File: config.mk
export PLATFORM = sky130hd
export DESIGN_NAME = fifo_reader_serializer
export DESIGN_NICKNAME = d
export VERILOG_FILES = /design/src/rtl/fifo_reader_serializer.sv
export SDC_FILE = /design/constraint.sdc
export NUM_CORES = 1
export LEC_CHECK = 0
export CAP_MARGIN = 15
export CORE_ASPECT_RATIO = 1.4
export CORE_MARGIN = 5
export CORE_UTILIZATION = 43
export CTS_CLUSTER_DIAMETER = 200
export DETAILED_ROUTE_END_ITERATION = 8
export PLACE_DENSITY = 0.86
export SYNTH_ARGS = -nofsm -noshare
export SYNTH_HDL_FRONTEND = slang
export SYNTH_SLANG_ARGS = --single-unit
File: constraint.sdc
create_clock -name CLK -period 1.51 [get_ports CLK]
set_input_delay 0.2265 -clock CLK [delete_from_list [all_inputs] [get_ports CLK]]
set_output_delay 0.2265 -clock CLK [all_outputs]
set_load 0.01 [all_outputs]
File: src/rtl/fifo_reader_serializer.sv
// Pops 32-bit words from the read-data FIFO and streams them MSB byte first
// as a valid/ready byte stream, stopping after a programmed byte count.
module fifo_reader_serializer #(
   parameter int LEN_W = 6
) (
   input  logic             CLK,
   input  logic             RESET,
   input  logic             i_ReaderStart,
   input  logic [LEN_W-1:0] i_RCC_BUFFER_LENGTH,
   input  logic             i_fifo_empty,
   input  logic [31:0]      i_fifo_dout,
   input  logic             i_out_ready,
   output logic             o_Reader_FIFO_rd_en,
   output logic [7:0]       o_serialized_output,
   output logic             o_serialized_output_valid,
   output logic [1:0]       o_Serialize_Counter,
   output logic             o_FIFO_Reader_Done,
   output logic             o_busy
);

   typedef enum logic [2:0] {IDLE, FETCH, WAIT, SHIFT, DONE} state_t;

   state_t           state;
   state_t           state_n;
   logic [31:0]      word;
   logic [31:0]      shifted;
   logic [LEN_W-1:0] remaining;
   logic [1:0]       idx;

   always_ff @(posedge CLK) begin
      if (RESET) begin
         state     <= IDLE;
         word      <= '0;
         remaining <= '0;
         idx       <= '0;
      end else begin
         state <= state_n;
         case (state)
            IDLE: begin
               if (i_ReaderStart) remaining <= i_RCC_BUFFER_LENGTH;
            end
            WAIT: begin
               word <= i_fifo_dout;
               idx  <= '0;
            end
            SHIFT: begin
               if (i_out_ready) begin
                  remaining <= remaining - 1'b1;
                  idx       <= idx + 1'b1;
               end
            end
            default: ;
         endcase
      end
   end

   // idx 0 selects bits [31:24]: shift right by 8*(3-idx)
   assign shifted = word >> {~idx, 3'b000};

   always_comb begin
      state_n                   = state;
      o_Reader_FIFO_rd_en       = 1'b0;
      o_serialized_output       = '0;
      o_serialized_output_valid = 1'b0;
      o_Serialize_Counter       = '0;
      o_FIFO_Reader_Done        = 1'b0;
      case (state)
         IDLE: begin
            if (i_ReaderStart) begin
               if (i_RCC_BUFFER_LENGTH == '0) state_n = DONE;
               else                           state_n = FETCH;
            end
         end
         FETCH: begin
            if (!i_fifo_empty) begin
               o_Reader_FIFO_rd_en = 1'b1;
               state_n             = WAIT;
            end
         end
         WAIT: begin
            state_n = SHIFT;
         end
         SHIFT: begin
            o_serialized_output_valid = 1'b1;
            o_serialized_output       = shifted[7:0];
            o_Serialize_Counter       = idx;
            if (i_out_ready) begin
               if (remaining == LEN_W'(1)) state_n = DONE;
               else if (idx == 2'd3)        state_n = FETCH;
            end
         end
         DONE: begin
            o_FIFO_Reader_Done = 1'b1;
            state_n            = IDLE;
         end
         default: state_n = IDLE;
      endcase
   end

   assign o_busy = (state != IDLE);

endmodule

==> impl_metrics.py <==
metrics = {
    "run_status": {
        "outcome": "finished, violations left",
        "violations": "setup timing",
    },
    "yosys": {
        "yosysTopAreaCell": "dfxtp_1",
        "synth.distinct_cells": 45,
        "ys_ff_latch": 43,
        "synth_top_area_share_pct": 40.1,
        "synth_cells": 256,
        "syn_area_um2": 2140,
        "syn_avg_cell_area_um2": 8.38,
        "synthArstFlopShare_pct": 0,
        "synth_area_leaders": "dfxtp_1 (40%), nand2_1 (12%), a21oi_1 (9.1%), mux4_2 (8.4%), and2_1 (2.6%)",
        "synth_most_common_cell": "nand2_1",
        "synth_nets": 302,
        "yosysSeqAreaShare_pct": 40.1,
        "synth-main-ff-cell": "dfxtp_1",
        "ys.warnings.count": 0,
        "synth_edf_count": 0,
        "ys_top_cells_by_count": "nand2_1 (70), dfxtp_1 (43), a21oi_1 (39)",
    },
    "place": {
        "hpwl_um": 4270,
        "gp_congestion": 0.808,
        "io_buffers": 56,
        "dp_slack_ns": -0.362,
    },
    "detailed_routing": {
        "vias": 2103,
        "vias_per_cell": 5.19,
        "wl_per_cell_um": 15.4,
        "drc_errors": 0,
        "wl_um": 6220,
        "ant_nets": 0,
        "drt_iter0_drc": 205,
        "dr.pass1.iters": 4,
    },
    "sta": {
        "setup_ws_ns": -0.264,
        "rsz0062_at_grt": "true",
        "period_minus_slack_ns": 1.77,
        "fin_skew_ns": 0.00467,
        "tightest_slew_ns": 0.342,
        "finalHoldViolCount": 0,
        "final-max-slew-violation-count": 0,
        "fmax_mhz": 564,
        "setup_viol": 9,
        "relSlewSlack_pct": 77.2,
        "timing.final.crit_share_pct": 117,
    },
    "critical_path": {
        "cp_top_family": "multiplexers",
        "crit_arrival_ns": 1.55,
        "critPathMaxStageDelay_ns": 0.50,
        "endpoint_kind": "output pin",
        "cp_max_fo": 5,
        "crit_chain": "buf_6 > mux4_2 > and2_4 > buf_6",
        "crit_top_cell": "buf_6",
        "required_ns": 1.28,
        "crit_buf_inv": 2,
        "start_kind": "flip-flop",
        "worstSetupPathType": "reg2out",
        "critical_path.slowest_cell": "mux4_2",
    },
    "grt": {
        "grt_pass1_wl_um": 9700,
        "antenna_found_initial": 0,
        "grt_start_max_net_pins": 25,
        "grt_pass1_vias": 2033,
        "grt_usage_pct": 18.6,
        "overflow": 0,
    },
    "run": {
        "drv_cap": 0,
    },
    "die": {
        "placementRows": 30,
        "core_region_area_um2": 4840,
        "io_pins": 57,
        "fp.dieH_um": 93.6,
        "start_util_pct": 44.3,
        "die_w_um": 69.7,
        "die_area_um2": 6520,
    },
    "pwr": {
        "total_power_mw": 4.36,
        "power_density_nw_per_um2": 1330,
        "max-vdd-ir-drop_mv": 0.646,
        "p_leak_nw": 1.25,
    },
    "cts": {
        "numCtsBuffers": 5,
        "cts_hold_buf": 0,
        "h-tree-depth": 2,
        "clkLatencyLatePin_ns": 0.30,
        "clk_pin_slew_ns": 0.08,
        "cts_tree": "built",
        "clock-root-buffer": "clkbuf_8",
        "cts_buffer_depth": 2,
        "cts_sinks": 43,
    },
    "cells_and_area": {
        "antennaDiodeCount": 0,
        "nets": 386,
        "drive_gt1_share_pct": 27.9,
        "area_delta_synth_final_pct": 52.3,
        "fin_util_pct": 67.4,
        "fillers": 383,
    },
    "worst_hold_path": {
        "hold_path.class": "reg2reg",
    },
}
cell usage in the layout, fill, tap and decap left out, types with 2 or more instances in the layout:
cell             Yosys  layout
mux4_2               8       8
and2_1               9       2
o21ai_0              5       5
or3_4                1       2
and2_4               0       7
bufinv_16            0       2
or2b_1               2       2
o32a_1               3       3
inv_1                5       5
ha_1                 3       3
nand2_1             70      70
a211oi_1             3       2
clkbuf_8             1       5
buf_2                6       3
buf_4                4      26
dfxtp_1             43      39
buf_12               0       2
o22ai_1              3       3
buf_6                1      17
nor2_1              11      11
or3_1                4       3
clkdlybuf4s50_1      0      42
a21oi_2              1       3
nand2b_4             1       3
dfxtp_2              0       3
o211ai_1             2       2
a21oi_1             39      37
a22oi_1              3       3
where the power goes:
part / internal [mW] / switching, mW
combinational: 0.979 / 0.839
sequential: 1.33 / 0.142
clock: 0.661 / 0.403
worst paths after layout:
kind	from	to	slack, ns	cells after the start
setup / recovery	idx[1]$_SDFFE_PP0P_	o_serialized_output[1]	-0.26	4
hold / removal	word[19]$_SDFFE_PP0P_	word[19]$_SDFFE_PP0P_	0.46	2
setup reg to reg	state[0]$_SDFFE_PP0P_	remaining[0]$_SDFFE_PP0P_	0.02	6
hold reg to reg	word[19]$_SDFFE_PP0P_	word[19]$_SDFFE_PP0P_	0.46	2
flip-flops by register name, summed over array words and instances, names as in the netlist:
| name | cells |
|---|---|
| word | 32 |
| idx | 2 |
| state | 3 |
| remaining | 6 |
kinds of logic (layout without fill, tap and decap cells):
logic type / after synthesis / count (layout) / share of synthesized area (%)
muxes: 8 / 8 / 8.40
AOI/OAI and AO/OA: 64 / 64 / 18.6
DFF: 43 / 43 / 40.1
adders and majority gates: 3 / 3 / 1.75
and+or+nand+nor: 114 / 114 / 25.1
buffers and inverters: 24 / 109 / 6.07
per-stage QoR:
| step | instances | area, µm² | hold slack, ns | TNS (ns) |
|---|---|---|---|---|
| CTS | 400 | 3100 | 0.459 | -2.18 |
| global route | 405 | 3270 | 0.477 | -2.72 |
| finish | 405 | 3270 | 0.456 | -1.99 |
| floorplan | 256 | 2140 | 0.362 | 0 |
| global placement | 385 | 2910 | 0.440 | -3.55 |
| detailed placement | 385 | 2910 | 0.448 | -3.94 |
worst reg2reg max path: cells and delay by family, from the launching register on:
kind | cells | cell delay, ns
AO/OA/AOI/OAI | 3 | 0.63
buffers and inverters | 3 | 0.42
flip-flops | 1 | 0.36
cell type report:
class	instances	area [µm²]	share of cell area (%)
flip-flops and latches	43	868	26.6
clock buffers	6	72.6	2.22
repair buffers	95	918	28.1
multi-input cells	189	1240	37.9
inverters	6	27.5	0.843
well taps	64	80.1	2.45
clock inverters	2	60.1	1.84
layer usage:
layer  global-route usage (%)  part of all wire (%)  vias up
li1                         -                     -     1050
met5                        0                     0        -
met1                     21.7                    40      980
met3                     4.41                   5.2        8
met4                     6.71                   1.4        0
met2                     33.0                    53       65
timing repair:
action                     in CTS  in global routing
setup buffers                   7                  3
setup endpoints to repair      16                 29
gates resized for setup        64                 32
pin swaps                       9                  5
cloned                          0                  2
Note: power is estimated with default switching activity, not from simulation.
